**config.mk**
```make
export PLATFORM = sky130hd
export DESIGN_NAME = mem_port_arbiter
export DESIGN_NICKNAME = d
export VERILOG_FILES = /design/src/rtl/mem_port_arbiter.sv
export SDC_FILE = /design/constraint.sdc
export NUM_CORES = 1
export LEC_CHECK = 0
export BUFFER_PORTS_ARGS = -buffer_cell sky130_fd_sc_hd__buf_2
export CAP_MARGIN = 20
export CORE_ASPECT_RATIO = 1.25
export CORE_MARGIN = 4
export CORE_UTILIZATION = 40
export CTS_BUF_LIST = sky130_fd_sc_hd__clkbuf_8
export CTS_CLUSTER_DIAMETER = 150
export CTS_CLUSTER_SIZE = 8
export DETAILED_ROUTE_END_ITERATION = 8
export GPL_TIMING_DRIVEN = 0
export PLACE_DENSITY = 0.82
export SYNTH_ARGS = -nofsm -noshare
export SYNTH_HDL_FRONTEND = slang
export SYNTH_SLANG_ARGS = --single-unit
```
**constraint.sdc**
```tcl
create_clock -name Clock -period 4.3 [get_ports Clock]
set_input_delay 0.215 -clock Clock [delete_from_list [all_inputs] [get_ports Clock]]
set_output_delay 0.215 -clock Clock [all_outputs]
set_load 0.02 [all_outputs]
```
**src/rtl/mem_port_arbiter.sv**
```systemverilog
// Two-requester (CPU / DMA) arbiter and access sequencer for a single-port synchronous RAM.
// Optional build macro ARB_CPU_PRIORITY_EN: ties go to the CPU instead of round-robin.
module mem_port_arbiter #(
  parameter int ADDR_W = 9,
  parameter int DATA_W = 32,
  parameter int RD_LAT = 2
) (
  input  logic              Clock,
  input  logic              Reset,
  input  logic              cpu_req,
  input  logic              cpu_we,
  input  logic [ADDR_W-1:0] cpu_addr,
  input  logic [DATA_W-1:0] cpu_wdata,
  output logic              cpu_gnt,
  output logic              cpu_done,
  output logic [DATA_W-1:0] cpu_rdata,
  input  logic              dma_req,
  input  logic              dma_we,
  input  logic [ADDR_W-1:0] dma_addr,
  input  logic [DATA_W-1:0] dma_wdata,
  output logic              dma_gnt,
  output logic              dma_done,
  output logic [DATA_W-1:0] dma_rdata,
  output logic              ram_en,
  output logic              ram_we,
  output logic [ADDR_W-1:0] ram_addr,
  output logic [DATA_W-1:0] ram_wdata,
  input  logic [DATA_W-1:0] ram_rdata,
  output logic              busy
);

  localparam logic [1:0] S_IDLE   = 2'd0;
  localparam logic [1:0] S_ACCESS = 2'd1;
  localparam logic [1:0] S_WAIT   = 2'd2;
  localparam logic [1:0] S_DONE   = 2'd3;

  localparam logic OWN_CPU = 1'b0;
  localparam logic OWN_DMA = 1'b1;

  localparam int LAT_W = 3;

  logic [1:0]       state;
  logic [LAT_W-1:0] lat_cnt;
  logic             owner;
  logic             last_owner;
  logic             pick_dma;

  always_comb begin
    pick_dma = 1'b0;
`ifdef ARB_CPU_PRIORITY_EN
    pick_dma = dma_req && !cpu_req;
`else
    // On a tie, the requester that did not win last time goes next.
    pick_dma = dma_req && (!cpu_req || (last_owner == OWN_CPU));
`endif
  end

  always_ff @(posedge Clock or posedge Reset) begin
    if (Reset) begin
      state      <= S_IDLE;
      lat_cnt    <= '0;
      owner      <= OWN_DMA;
      last_owner <= OWN_DMA;
      cpu_gnt    <= 1'b0;
      cpu_done   <= 1'b0;
      cpu_rdata  <= '0;
      dma_gnt    <= 1'b0;
      dma_done   <= 1'b0;
      dma_rdata  <= '0;
      ram_en     <= 1'b0;
      ram_we     <= 1'b0;
      ram_addr   <= '0;
      ram_wdata  <= '0;
      busy       <= 1'b0;
    end else begin
      case (state)
        S_IDLE: begin
          if (cpu_req || dma_req) begin
            owner  <= pick_dma;
            ram_en <= 1'b1;
            busy   <= 1'b1;
            state  <= S_ACCESS;
            if (pick_dma) begin
              dma_gnt   <= 1'b1;
              ram_we    <= dma_we;
              ram_addr  <= dma_addr;
              ram_wdata <= dma_wdata;
            end else begin
              cpu_gnt   <= 1'b1;
              ram_we    <= cpu_we;
              ram_addr  <= cpu_addr;
              ram_wdata <= cpu_wdata;
            end
          end
        end
        S_ACCESS: begin
          ram_en <= 1'b0;
          if (ram_we) begin
            cpu_gnt  <= 1'b0;
            dma_gnt  <= 1'b0;
            cpu_done <= (owner == OWN_CPU);
            dma_done <= (owner == OWN_DMA);
            state    <= S_DONE;
          end else begin
            lat_cnt <= LAT_W'(RD_LAT - 1);
            state   <= S_WAIT;
          end
        end
        S_WAIT: begin
          if (lat_cnt == '0) begin
            if (owner == OWN_DMA) dma_rdata <= ram_rdata;
            else                  cpu_rdata <= ram_rdata;
            cpu_gnt  <= 1'b0;
            dma_gnt  <= 1'b0;
            cpu_done <= (owner == OWN_CPU);
            dma_done <= (owner == OWN_DMA);
            state    <= S_DONE;
          end else begin
            lat_cnt <= lat_cnt - 1'b1;
          end
        end
        S_DONE: begin
          cpu_done   <= 1'b0;
          dma_done   <= 1'b0;
          last_owner <= owner;
          busy       <= 1'b0;
          state      <= S_IDLE;
        end
        default: state <= S_IDLE;
      endcase
    end
  end

endmodule
```
# ---- Word-level counts from Yosys, hierarchy flattened
# Cells that the tools add are included.
# W data, S select, Z words.
dict set report totals {
  regBits 119
  latch_bits 0
  ram_bits 0
  romBits 0
  input_bits 120
  out_inout_bits 112
  elab_cells 76
  n_memories 0
}
dict set report classes {
  n_addsub 1
  multipliers 0
  n_div 0
  magnitude_cmp 0
  eq_ne 10
  shifts 0
  muxes 27
  bitwise_logic 2
  reduce_logical 21
}
# op n
set op_table {}
lappend op_table {{$mux W32} 1}
lappend op_table {{$ne A2 B2 Y1 const B} 7}
lappend op_table {{$mux W1} 13}
lappend op_table {{$pmux W1 S3} 4}
lappend op_table {{$reduce_and A3 Y1} 4}
lappend op_table {{$reduce_and A5 Y1} 2}
lappend op_table {{$mux W9} 1}
lappend op_table {{$pmux W2 S4} 1}
lappend op_table {{$reduce_and A2 Y1} 4}
lappend op_table {{$mux W3} 2}
lappend op_table {{$pmux W3 S2} 1}
lappend op_table {{$reduce_bool A2 Y1} 3}
lappend op_table {{$reduce_bool A3 Y1} 2}
lappend op_table {{$eq A2 B2 Y1 const B} 2}
lappend op_table {{$mux W2} 2}
lappend op_table {{$pmux W1 S2} 2}
lappend op_table {{$logic_not A3 Y1} 1}
lappend op_table {{$sub A3 B1 Y3 const B} 1}
lappend op_table {{$eq A2 B1 Y1 const B} 1}
lappend op_table {{$logic_not A2 Y1} 1}
lappend op_table {{$logic_or A1 B1 Y1} 2}
lappend op_table {{$not A1 Y1} 2}
lappend op_table {{$logic_and A1 B1 Y1} 1}
lappend op_table {{$logic_not A1 Y1} 1}

# ---- Longest topological paths before layout
# Gate-level depths: netlist of the first run.
dict set report depth {
  word_depth 6
  depth_mapped 7
}

# ---- Worst setup path before layout of the first run
# Ideal clock, no wire load.
dict set report synth_timing {
  path_type {reg2reg}
  startpoint {register lat_cnt[0]}
  endpoint {register cpu_rdata[0]}
  setup_time_ns 0.125
  arrival_ns 1.632
  t_required_ns 4.175
  path_slack_ns 2.543
  path_stages_with_launch 8
  n_path_buf 2
  cell_sequence {dfrtp_1 -> inv_1 -> ha_1 -> nand2b_1 -> buf_2 -> nor3b_4 -> buf_6 -> mux2_2}
}
dict set report synth_between {
  elab_chain_len 2
}
# item line_no
set synth_lines {}
lappend synth_lines {{from (decl)} 43} ;# logic [LAT_W-1:0] lat_cnt;
lappend synth_lines {{from (signal assigned)} 105} ;# lat_cnt <= LAT_W'(RD_LAT - 1);
lappend synth_lines {{from (signal assigned)} 119} ;# lat_cnt <= lat_cnt - 1'b1;
lappend synth_lines {{$logic_not A3 Y1} 110} ;# if (lat_cnt == '0) begin
lappend synth_lines {{$reduce_and A3 Y1 (no source line)} -}
lappend synth_lines {{to (signal assigned)} 112} ;# else cpu_rdata <= ram_rdata;
lappend synth_lines {{to (decl)} 16} ;# output logic [DATA_W-1:0] cpu_rdata,
# Every way passes these cells.
# A chain may end at the register's enable or synchronous reset.

# ---- Worst setup path in the final report of the first run
dict set report layout_timing {
  startpoint {register state[0]}
  endpoint {register ram_wdata[18]}
}
dict set report layout_between {
  elab_chain_len 2
}
# item line_no
set layout_lines {}
lappend layout_lines {{from (decl)} 42} ;# logic [1:0] state;
lappend layout_lines {{from (signal assigned)} 60} ;# state <= S_IDLE;
lappend layout_lines {{from (signal assigned)} 82} ;# state <= S_ACCESS;
lappend layout_lines {{from (signal assigned)} 103} ;# state <= S_DONE;
lappend layout_lines {{$logic_not A2 Y1} 76} ;# case (state)
lappend layout_lines {{$reduce_and A2 Y1 (no source line)} -}
lappend layout_lines {{to (signal assigned)} 87} ;# ram_wdata <= dma_wdata;
lappend layout_lines {{to (signal assigned)} 92} ;# ram_wdata <= cpu_wdata;
lappend layout_lines {{to (decl)} 27} ;# output logic [DATA_W-1:0] ram_wdata,
# Every way passes these cells.

==> summary by stage, run 1 <==
Route
The detail route stage leaves a number of antenna-violating nets equal to 0. The ratio of routed vias to standard cells is 4.89. After detailed routing, the average wire length per cell comes to 16.2 um.

The first detailed-routing pass took 4 iterations. The initial detailed-routing violation count is 93. For this block, the via count after detailed routing is 4009. Wires add up to 13300 um.

For this run, design rule violations remaining after detail routing come to 0.

Die
The die footprint is 14500 um^2. In this run the vertical extent of the chip is 133 um. Measured along the x axis, the die boundary spans 108 um. For this configuration, the core starts out at a cell density of 41.2%. 232 I/O pins were placed. The core footprint is 12200 um^2. The floorplan has 45 rows.

Logic synthesis
The sequential element share of the synthesized area is 59.2%. The post-synthesis instance total is 391. The synthesized area per cell is 12.9 um^2.

The synthesized design contains 119 register bits. The most area-hungry cell type in the Yosys netlist is sky130_fd_sc_hd__dfrtp_1. The dominant register cell in the synthesized netlist is sky130_fd_sc_hd__dfrtp_1.

Yosys mapped a number of flops with a built-in enable equal to 0. The number of distinct library cell variants in the gate-level netlist after synthesis is 31. The synthesized net count is 518. The Yosys warning count is 0.

By area the synthesized netlist is led by sky130_fd_sc_hd__dfrtp_1 58%, sky130_fd_sc_hd__mux2_2 15%, sky130_fd_sc_hd__mux2i_1 8.6%, sky130_fd_sc_hd__o21ai_0 5.1%, sky130_fd_sc_hd__nand2_1 3.6%. The post-synthesis cell area is 5030 um^2. The share of the synthesized area in the top cell type is 58.2%. For this run, asynchronously set or reset flops after synthesis account for 100%.

Worst setup path
The kind of start point of the critical path is a register. In this run the number of cells on the critical path is 7. Of all nets on the critical path, the largest fanout is 10.

The largest individual stage delay along the critical path comes from the cell sky130_fd_sc_hd__dfrtp_1. The number of cells on the worst reg-to-reg path is 7. The critical path's largest stage delay is 390 ps. For the worst setup path, the data arrival time is 2360 ps. The cell class contributing the biggest share of worst-path delay is buffers and inverters.

The worst setup path is captured at a register. The setup slack of the worst register-to-register path is 2260 ps. Traced cell by cell, the critical path runs through inv_1 -> ha_1 -> o21ai_1 -> buf_2 -> clkbuf_1 -> nand2_1 -> o21ai_0. The critical path is of the register to register type. The sum of buffers and inverters on the critical path is 3.

The startpoint of the lowest-slack register-to-register path is state[0]$_DFFE_PP0P_. For the worst setup path, the data required time is 4620 ps. The worst reg2reg path endpoint is ram_wdata[18]$_DFFE_PP0P_.

Timing
The fmax is 0.489 GHz. The time the worst path needs with I/O delays and setup is 2040 ps. The transition at the pin with the smallest max-transition slack is 725 ps. The smallest setup slack after layout is 2260 ps. The max-slew violation count is 0. On the final layout, the worst clock skew is 14.5 ps. On the final layout, the worst hold slack is 36.8 ps. Setup violations remaining at the end of the flow were counted as 0. Setup repair after global routing left no endpoint under its margin. The number of failing hold endpoints at the final stage is 0. In this run the tightest slew margin relative to its limit is 51.7%. After layout, the worst path uses 47.5% of the clock period.

Finish
Compared with the post-synthesis result, the final layout area differs by 36.7%. The share of cells above drive strength 1 is 52.9%. The filler cells instantiated in the layout total 1021. Summing all flip-flop and latch instances after layout gives 2980 um^2. The fraction of the core area covered by cells at the end of the flow is 56.3%.

In the final design database the tool counted 770 nets. The repair_antennas step left the layout with diodes totalling 0. The multi-input logic area is 1890 um^2.

Clocking
The buffer depth of the longest clock path is 2. The clock net in this run drives a total of 119 sinks. TritonCTS built the clock tree.

Clock tree synthesis inserted a total of 17 buffers. For the worst-skew pair, the clock arrives at the later sink with an insertion delay of 420 ps. Clock-pin slew was measured on the worst setup and hold paths at 80 ps. The master cell of the clock root buffer is sky130_fd_sc_hd__clkbuf_8.

The H-tree was split into 4 levels.

Place
Timing analysis after detailed placement gives a worst setup slack of 2230 ps. The count of input and output buffers is 231. The final estimated routing congestion in global placement is 0.792. After legalization and detailed placement, the total HPWL measured 10300 um.

Worst hold path
The worst hold path terminates at cpu_rdata[9]$_DFFE_PP0P_. The origin of the worst min-delay path is ram_rdata[9]. The number of instances on the worst hold path is 2. The path type of the worst min-delay path is input port to register.

Global routing
The via count of the first global-routing pass is 4270. In the global route stage, overall resource usage came out at 18.7%. The total congestion overflow is 0. Entering global routing, the biggest net connects 65 pins.

The first-pass GRT wire length is 21100 um. The initial antenna violation count was 0.

Power and ir drop
The post-route total power is 0.00558 W. The leakage power is 3.49 nW. VDD sags by at most 0.000404 V. For this design the ratio of total power to cell area is 812 nW/um^2.

Status
The flow ran to the end, and the final reports show no timing, DRC or antenna violations.

Flow run
Max-cap violations in this run came to 0.
-- power breakdown --
part,switching (W),total (W),internal [W]
registers,0.000309,0.00200,0.00169
logic,0.00150,0.00246,0.000955
clock network,0.000476,0.00113,0.000654
total,0.00229,0.00558,0.00330
-- cells in the mapped netlist (2+ instances only) --
library cell,n
sky130_fd_sc_hd__ha_1,7
sky130_fd_sc_hd__inv_1,9
sky130_fd_sc_hd__dfstp_2,2
sky130_fd_sc_hd__dfrtp_1,117
sky130_fd_sc_hd__a211oi_1,2
sky130_fd_sc_hd__nor2_1,4
sky130_fd_sc_hd__buf_4,4
sky130_fd_sc_hd__clkbuf_1,7
sky130_fd_sc_hd__buf_6,3
sky130_fd_sc_hd__nand3b_1,2
sky130_fd_sc_hd__nand2_1,48
sky130_fd_sc_hd__a22o_1,3
sky130_fd_sc_hd__buf_2,7
sky130_fd_sc_hd__o21ai_0,51
sky130_fd_sc_hd__nor2b_1,2
sky130_fd_sc_hd__mux2_2,65
sky130_fd_sc_hd__nand3_1,2
sky130_fd_sc_hd__mux2i_1,43
-- placed cells by master, fill, tap and decap left out, types with 2 or more instances in the layout --
cell / instances
sky130_fd_sc_hd__dfstp_2: 2
sky130_fd_sc_hd__buf_6: 3
sky130_fd_sc_hd__nor2b_1: 2
sky130_fd_sc_hd__o21ai_0: 51
sky130_fd_sc_hd__ha_1: 7
sky130_fd_sc_hd__nor2_1: 4
sky130_fd_sc_hd__clkbuf_1: 7
sky130_fd_sc_hd__inv_1: 9
sky130_fd_sc_hd__inv_6: 3
sky130_fd_sc_hd__nand3b_1: 2
sky130_fd_sc_hd__nand2_1: 48
sky130_fd_sc_hd__clkinv_4: 4
sky130_fd_sc_hd__a22o_1: 3
sky130_fd_sc_hd__mux2i_1: 43
sky130_fd_sc_hd__buf_4: 4
sky130_fd_sc_hd__nand3_1: 2
sky130_fd_sc_hd__dfrtp_1: 117
sky130_fd_sc_hd__mux2_2: 65
sky130_fd_sc_hd__a211oi_1: 2
sky130_fd_sc_hd__bufinv_16: 4
sky130_fd_sc_hd__clkbuf_8: 18
sky130_fd_sc_hd__buf_2: 238
-- worst max path at each step --
stage,start,endpoint,slack [ps]
3_3_place_gp,Reset,state[0]$_DFFE_PP0P_,-140
6_report,state[0]$_DFFE_PP0P_,ram_wdata[18]$_DFFE_PP0P_,2260
3_5_place_dp,state[0]$_DFFE_PP0P_,ram_wdata[18]$_DFFE_PP0P_,2230
2_1_floorplan,Reset,busy$_DFFE_PP0P_,930
4_1_cts,state[0]$_DFFE_PP0P_,ram_wdata[18]$_DFFE_PP0P_,2210
5_1_grt,state[0]$_DFFE_PP0P_,ram_wdata[6]$_DFFE_PP0P_,2010
-- state kept, by name, indices dropped and copies added, names as in the netlist --
signal      count
cpu_gnt         1
dma_done        1
ram_we          1
cpu_rdata      32
dma_rdata      32
last_owner      1
busy            1
cpu_done        1
state           2
ram_addr        9
owner           1
dma_gnt         1
ram_en          1
ram_wdata      32
lat_cnt         3
-- timing repair --
| action | CTS | global route |
|---|---|---|
| hold buffers | 1 | 0 |
| buffers inserted | 0 | 0 |
| resized for setup | 0 | 0 |
| endpoints found under the hold margin | 53 | 0 |
-- through the flow --
step,TNS [ps],instances,instance area (um^2)
global placement,-16120,786,6390
CTS,0,820,6880
global route,0,820,6880
detailed placement,0,787,6420
finish,0,820,6880
floorplan,0,391,5030
-- layout make-up --
type	count	share of cell area, %
Buffer	21	1.82
Clock buffer	18	3.60
Tap cell	164	2.98
Inverter	9	0.527
Clock inverter	14	2.87
Timing Repair Buffer	233	17.4
Multi-Input combinational cell	242	27.5
Sequential cell	119	43.3
-- kinds of logic (layout without fill, tap and decap cells) --
logic type               after synthesis  count (layout)  share of synthesized area (%)
multiplexers                         109             109                           23.3
AND/OR/NAND/NOR                       63              63                           5.59
adder cells (fa/ha/maj)                7               7                           1.74
AO/OA/AOI/OAI                         63              63                           6.96
flip-flops                           119             119                           59.2
buffers and inverters                 30             295                           3.16
-- layer usage --
metal / part of all wire, % / GRT usage [%]
met5: 0 / 0
met4: 2.4 / 7.44
met3: 9.2 / 5.67
met2: 51 / 32.7
met1: 37 / 21.0
Power figures use the tool's default switching activity.
==> run 2: changes to the inputs <==
--- a/config.mk
+++ b/config.mk
@@ -15,7 +15,7 @@
 export CTS_CLUSTER_SIZE = 8
 export DETAILED_ROUTE_END_ITERATION = 8
 export GPL_TIMING_DRIVEN = 0
-export PLACE_DENSITY = 0.82
+export PLACE_DENSITY = 0.85
 export SYNTH_ARGS = -nofsm -noshare
 export SYNTH_HDL_FRONTEND = slang
 export SYNTH_SLANG_ARGS = --single-unit
==> constraint.sdc (replaced) <==
create_clock -name Clock -period 1.8 [get_ports Clock]
set_input_delay 0.09 -clock Clock [delete_from_list [all_inputs] [get_ports Clock]]
set_output_delay 0.09 -clock Clock [all_outputs]
set_load 0.02 [all_outputs]
==> run 2 against run 1 <==
Effect of this change:
- fmax grew 14%
- core utilization grew 12 points
- clock power grew 140%
- setup slack lost 2200 ps
- global-route usage grew 4.9 points
- register-to-register slack lost 2200 ps
- critical path depth grew 1
- first-iteration DRC count grew to 2.7 times the previous value
- cell count grew 16%
- cell area grew 22%
- routed wire length grew 35%
- largest power group unchanged
==> summary by stage, run 2 (same netlist as run 1, synthesis figures left out) <==
Status
The flow ran to the end, and the final reports show no timing, DRC or antenna violations.

Place
The count of input and output buffers is 231 (unchanged). The number of cells after detailed placement came to 788 (+0.13%). The final estimated routing congestion in global placement is 0.778 (-1.7%). The post-place setup slack is -324 ps (-2550 ps).

The total half-perimeter wirelength after legalization and detailed placement is 10300 um (-0.15%).

Timing
The number of failing hold endpoints at the final stage is 0 (unchanged). The number of endpoints failing setup at the final stage is 0 (unchanged). The fmax came to 0.558 GHz (+14%). The smallest setup slack after layout is 8.81 ps (-2250 ps).

The worst slew margin relative to its limit was 53.2% (+1.6 points). The largest clock skew in the final design came to 11.0 ps (-3.44 ps). The transition at the pin with the smallest max-transition slack is 700 ps (-24.8 ps). The share of the clock period used by the worst path after layout is 99.5% (+52 points).

The time the worst path needs with I/O delays and setup is 1790 ps (-252 ps). The max-slew violation count came to 0 (unchanged).

Power and ir drop
The leakage power was 4.12 nW (+18%). The maximum VDD drop is 0.000806 V (+100%). The power density normalized to cell area is 1740 nW/um^2 (+110%).

The post-route total power is 0.0145 W (+160%).

Finish
The number of fill cells is 777 (-24%). The net count reported at finish is 901 (+17%). The share of cells above drive strength 1 is 48.4% (-4.5 points).

The largest registers in the layout are cpu_rdata: 32 flops, dma_rdata: 32 flops, ram_wdata: 32 flops. The antenna cell count is 0 (unchanged). The non-filler instance count after layout is 951 (+16%).

Relative to the synthesized area, the layout overhead comes to 66.3%. The library cells used most frequently in the layout, excluding fill and tap cells, are 238 x sky130_fd_sc_hd__buf_2, 116 x sky130_fd_sc_hd__dfrtp_1, 115 x sky130_fd_sc_hd__dlygate4sd3_1. The library cell used most frequently in the layout, excluding fill and tap cells, is sky130_fd_sc_hd__buf_2. The fraction of the core area covered by cells at the end of the flow is 68.5% (+12 points).

Die
The core footprint is 12200 um^2 (unchanged). The number of core rows is 45 (unchanged). The die footprint is 14500 um^2 (unchanged). The total I/O pin count is 232 (unchanged).

The height of the chip is 133 um (unchanged). The starting density of the core is 41.2% (unchanged). The die outline width is 108 um (unchanged).

Worst setup path
The largest driver fanout on the critical path is 6 (-4). The data arrival at the endpoint of the critical path was 2100 ps (-260 ps). The required time reported for the critical path endpoint is 2100 ps (-2520 ps). The worst setup path is launched from a register. The sort of element at the end of the critical path is a register.

The classification of the worst setup path is register to register.

Route
The ratio of routed vias to standard cells is 5.14 (+5.0%). The total wire length is 18000 um (+35%). The iteration count of the initial detailed-routing pass came to 4 (unchanged). The number of remaining DRC errors is 0 (unchanged). The detail-routed net length per standard cell is 18.9 um (+17%). The initial detailed-routing violation count is 253 (+170%). The count of antenna-violating nets left after detailed routing is 0 (unchanged). The routed via count was 4884 (+22%).

Global routing
The total congestion overflow is 0 (unchanged). The busiest layer in global routing is met2. The pin count of the biggest net entering global routing is 47 (-28%). The via count of the first global-routing pass is 5123 (+20%). The initial antenna violation count is 0 (unchanged).

The first-pass GRT wire length is 26300 um (+25%). The routing usage on met2 is 39.9% (+7.2 points). The met3 track demand over resource in global routing is 6.88% (+1.2 points). The global-route usage over all layers was 23.6% (+4.9 points). The global routing met1 resource utilization is 26.6% (+5.6 points).

Worst hold path
The path type of the worst min-delay path is input port to register.

Flow run
The count of max-cap constraint violations is 0 (unchanged).

Clocking
The clock buffer count from CTS was 17 (unchanged). TritonCTS built the clock tree. The later-pin clock latency in the skew report is 430 ps (about the same). The number of sinks handled by clock tree synthesis was 119 (unchanged). The total number of H-tree levels is 4 (unchanged). The buffer depth of the longest clock path was 2 (unchanged).

The post-CTS clock slew at the launch and capture registers of the worst setup and hold paths is 70 ps (about the same). The master cell of the clock root buffer is sky130_fd_sc_hd__clkbuf_8.
## run 2: worst paths after layout
path,from,endpoint,depth (start not counted),slack (ps)
worst max-delay path,lat_cnt[1]$_DFFE_PP0P_,cpu_rdata[31]$_DFFE_PP0P_,8,9
worst min register to register,ram_addr[3]$_DFFE_PP0P_,ram_addr[3]$_DFFE_PP0P_,2,480
max in group asynchronous,Reset,cpu_rdata[2]$_DFFE_PP0P_,4,830
worst max register to register,lat_cnt[1]$_DFFE_PP0P_,cpu_rdata[31]$_DFFE_PP0P_,8,9
worst min-delay path,cpu_addr[1],ram_addr[1]$_DFFE_PP0P_,3,30
min in group asynchronous,Reset,ram_wdata[13]$_DFFE_PP0P_,3,330
## run 2: metal layers
metal | share of wire (%) | vias to the layer above
met1 | 38 | 2376
met5 | 0 | -
met4 | 4.4 | 0
li1 | - | 2136
met2 | 49 | 305
met3 | 8.7 | 67
## run 2: per-stage QoR
step           setup TNS [ps]  instance area, um^2  hold WS, ps
2_1_floorplan               0                 5040          225
3_3_place_gp           -54400                 6400          322
3_5_place_dp           -19130                 6440          234
4_1_cts                     0                 8170         2.63
5_1_grt                  -711                 8370         24.9
6_report                    0                 8370         33.7
## run 2: power breakdown
group / switching [W] / internal, W / total, W
Clock: 0.00122 / 0.00155 / 0.00276
Combinational: 0.00396 / 0.00288 / 0.00684
Sequential: 0.000873 / 0.00404 / 0.00492
## run 2: repair_timing
action	4_1_cts	5_1_grt
cloned	0	2
gates resized for setup	22	23
pin swaps	3	2
endpoints found under the hold margin	132	0
buffers inserted	6	8
setup endpoints to repair	107	39
hold buffers	115	0
## run 2: final cells by class
cell class                      count  area, um^2  share of cell area (%)
Inverter                            9        37.5                   0.449
Clock buffer                       17         234                    2.80
Clock inverter                     15         214                    2.56
Buffer                             21         166                    1.99
Timing Repair Buffer              364        2510                    30.1
Multi-Input combinational cell    242        2010                    24.1
Tap cell                          164         205                    2.45
Sequential cell                   119        2980                    35.6
## run 2: worst max-delay path, stage by stage (launching register included)
cell and delay (ps):
sky130_fd_sc_hd__dfrtp_1 400, sky130_fd_sc_hd__inv_2 100, sky130_fd_sc_hd__ha_4 160, sky130_fd_sc_hd__nand2b_4 50, sky130_fd_sc_hd__buf_6 120, sky130_fd_sc_hd__nor3b_4 200
sky130_fd_sc_hd__buf_12 170, sky130_fd_sc_hd__clkbuf_16 160, sky130_fd_sc_hd__mux2_4 310
==> run 3: changes to the inputs <==
--- a/config.mk
+++ b/config.mk
@@ -7,7 +7,6 @@
 export LEC_CHECK = 0
 export BUFFER_PORTS_ARGS = -buffer_cell sky130_fd_sc_hd__buf_2
 export CAP_MARGIN = 20
-export CORE_ASPECT_RATIO = 1.25
 export CORE_MARGIN = 4
 export CORE_UTILIZATION = 40
 export CTS_BUF_LIST = sky130_fd_sc_hd__clkbuf_8
@@ -15,7 +14,7 @@
 export CTS_CLUSTER_SIZE = 8
 export DETAILED_ROUTE_END_ITERATION = 8
 export GPL_TIMING_DRIVEN = 0
-export PLACE_DENSITY = 0.85
+export PLACE_DENSITY = 0.82
 export SYNTH_ARGS = -nofsm -noshare
 export SYNTH_HDL_FRONTEND = slang
 export SYNTH_SLANG_ARGS = --single-unit
==> constraint.sdc (replaced) <==
create_clock -name Clock -period 2.3 [get_ports Clock]
set_input_delay 0.115 -clock Clock [delete_from_list [all_inputs] [get_ports Clock]]
set_output_delay 0.115 -clock Clock [all_outputs]
set_load 0.02 [all_outputs]
==> run 3 against run 2 <==
Effect of this change:
- largest cell class unchanged
- via count decreased by 2.8%
- non-clock buffer count decreased by 19
- largest power group unchanged
- cell count is 1.6% lower
==> summary by stage, run 3 (same netlist as run 1, synthesis figures left out) <==
Status
The flow ran to the end, and the final reports show no timing, DRC or antenna violations.

Timing
The max-slew violation count is 0 (unchanged). The time the worst path needs with I/O delays and setup is 2190 ps (+402 ps). Setup repair after global routing left no endpoint under its margin. The worst slew margin relative to its limit is 57.0% (+3.8 points). The share of the clock period used by the worst path after layout is 95.3% (-4.2 points). The number of endpoints failing setup at the final stage is 0 (unchanged). The largest clock skew in the final design is 10.4 ps (-0.632 ps). The number of failing hold endpoints at the final stage was 0 (unchanged). The transition at the pin with the smallest max-transition slack is 644 ps (-56.5 ps). The summed negative setup slack over all endpoints is 0 ps (unchanged). The smallest setup slack after layout was 107 ps (+98.3 ps). The fmax is 0.456 GHz (-18%).

Global routing
The initial antenna violation count is 0 (unchanged). The pin count of the biggest net entering global routing is 34 (-28%). The via count of the first global-routing pass was 5179 (+1.1%).

The layer flagged by global routing as most heavily used is met2. The total congestion overflow is 0 (unchanged). The global routing met1 resource utilization is 26.9% (+0.33 points). The met3 track demand over resource in global routing is 7.54% (+0.66 points). The first-pass GRT wire length was 27100 um (+3.1%). The routing usage on met2 was 41.8% (+1.9 points). The global-route usage over all layers is 24.0% (+0.48 points).

Place
The final estimated routing congestion in global placement was 0.836 (+7.5%). The post-place setup slack is 239 ps (+564 ps). The count of input and output buffers is 231 (unchanged).

The total half-perimeter wirelength after legalization and detailed placement is 10400 um (+1.1%).

Worst setup path
The required time reported for the critical path endpoint is 2580 ps (+480 ps). In this run the critical register-to-register path is launched from last_owner$_DFFE_PP1P_. The sort of element at the end of the critical path is a register. The largest driver fanout on the critical path is 10 (+4). The critical path is of the register to register type.

The source of the critical timing path is last_owner$_DFFE_PP1P_. The number of cells on the worst reg-to-reg path came to 6 (-2). The data arrival at the endpoint of the critical path is 2470 ps (+370 ps). The kind of start point of the critical path is a register.

Finish
Leaving out fill and tap cells, the most frequent cell in the layout is sky130_fd_sc_hd__buf_2. Leaving out fill and tap cells, the most frequent cells in the layout are 237 x sky130_fd_sc_hd__buf_2, 117 x sky130_fd_sc_hd__dfrtp_1, 111 x sky130_fd_sc_hd__dlygate4sd3_1. The antenna cell count is 0 (unchanged). The net count reported at finish is 882 (-2.1%). The share of cells above drive strength 1 is 45.7% (-2.7 points). The area growth from synthesis to layout is 60.0%. The largest registers in the layout are cpu_rdata: 32 flops, dma_rdata: 32 flops, ram_wdata: 32 flops.

Clocking
The number of buffers added for setup after CTS is 0 (-6). The cell sitting at the root of the clock tree is a sky130_fd_sc_hd__clkbuf_8. The later-pin clock latency in the skew report is 430 ps (about the same). The total number of H-tree levels is 4 (unchanged).

The buffer depth of the longest clock path was 2 (unchanged). The post-CTS clock slew at the launch and capture registers of the worst setup and hold paths is 80 ps (about the same). The clock tree from TritonCTS is built. The number of sinks handled by clock tree synthesis came to 119 (unchanged). The clock buffer count from CTS is 17 (unchanged).

Flow run
The count of max-cap constraint violations was 0 (unchanged).

Worst hold path
The path type of the worst min-delay path is input port to register. The number of instances on the worst hold path is 3 (unchanged). The origin of the worst min-delay path is cpu_wdata[19].

Route
The routed via count is 4747 (-2.8%). The count of antenna-violating nets left after detailed routing was 0 (unchanged). The detail-routed net length per standard cell is 18.4 um (-2.7%). The ratio of routed vias to standard cells is 5.07 (-1.2%). The total wire length came to 17200 um (-4.2%). The iteration count of the initial detailed-routing pass was 5 (+1). The initial detailed-routing violation count is 261 (+3.2%).

The number of remaining DRC errors came to 0 (unchanged).

Power and ir drop
The power density normalized to cell area is 1370 nW/um^2 (-21%). The internal power is 0.00652 W (-23%). The relative contribution of the clock network to total power came to 20.2% (+1.2 points). The maximum VDD drop was 0.000800 V (-0.78%).

The part of the total power dissipated in combinational logic came to 45.3% (-1.8 points). The switching component of the power was 0.00450 W (-26%). The fraction of power consumed by sequential logic is 34.6% (+0.7 points). The leakage power is 3.97 nW (-3.6%).

The net switching share of the total power is 40.8% (-0.87 points). The post-route total power is 0.0110 W (-24%).

Die
The total I/O pin count was 232 (unchanged). The die outline width came to 120 um (+11%). The number of core rows is 40 (-11%). The core footprint is 12200 um^2 (-0.46%). The height of the chip is 120 um (-9.9%). The die footprint came to 14400 um^2 (about the same). The starting density of the core came to 41.4% (+0.19 points).
run 3: cell types whose count changed in the layout (fill, tap and decap cells not counted), sizes merged:
cell	delta
bufinv	+1
dlygate4sd3	-4
clkbuf	+3
clkinv	+2
clkinvlp	+1
inv	-7
buf	-15
run 3: critical path, stage by stage, from the launching register on:
cell                            delay, ps
sky130_fd_sc_hd__dfstp_2              370
sky130_fd_sc_hd__a21boi_0             160
sky130_fd_sc_hd__clkbuf_4             280
sky130_fd_sc_hd__buf_4                260
sky130_fd_sc_hd__mux2i_1              280
sky130_fd_sc_hd__dlygate4sd3_1        600
sky130_fd_sc_hd__o21ai_0              100
run 3: per-layer routing:
| layer | vias up | routed length [um] | part of all wire [%] |
|---|---|---|---|
| met5 | - | 0 | 0 |
| met4 | 0 | 569 | 3.3 |
| met3 | 50 | 1760 | 10 |
| met2 | 328 | 8650 | 50 |
| met1 | 2271 | 6210 | 36 |
| li1 | 2098 | - | - |
run 3: path summary, 6_finish.rpt:
path                                             endpoint  slack, ps
max in group asynchronous       dma_rdata[29]$_DFFE_PP0P_       1180
min in group asynchronous         ram_addr[0]$_DFFE_PP0P_        320
worst max-delay path            ram_wdata[21]$_DFFE_PP0P_        110
worst max register to register  ram_wdata[21]$_DFFE_PP0P_        110
worst min-delay path            ram_wdata[19]$_DFFE_PP0P_         30
worst min register to register    ram_addr[2]$_DFFE_PP0P_        490
run 3: final cells by class:
| type | instances | area [um^2] |
|---|---|---|
| repair buffers | 345 | 2330 |
| clock buffers | 20 | 275 |
| fillers | 847 | 4110 |
| plain buffers | 21 | 129 |
| multi-input cells | 242 | 1890 |
| well taps | 168 | 210 |
| clock inverters | 12 | 198 |
| flip-flops and latches | 119 | 2980 |
| inverters | 9 | 37.5 |
run 3: metrics by stage:
stage | cells | area, um^2 | hold WS, ps | util, %
2_1_floorplan | 391 | 5040 | 250 | -
3_3_place_gp | 790 | 6400 | 355 | 52.6
3_5_place_dp | 793 | 6460 | 240 | 53.1
4_1_cts | 936 | 8050 | 1.16 | 66.2
5_1_grt | 936 | 8050 | 37.2 | 66.2
6_report | 936 | 8050 | 28.8 | 66.2
run 3: repair_timing:
item | CTS | global route
setup endpoints to repair | 0 | 7
hold buffers | 111 | 0
resized for setup | 0 | 4
endpoints found under the hold margin | 130 | 0
run 3: power groups by stage:
stage	logic, W	registers (W)	clock network (W)
6_report	0.00499	0.00381	0.00222
5_1_grt	0.00535	0.00392	0.00236
4_1_cts	0.00483	0.00377	0.00225
3_5_place_dp	0.00460	0.00379	0
3_3_place_gp	0.00444	0.00372	0
2_1_floorplan	0.00174	0.00493	0
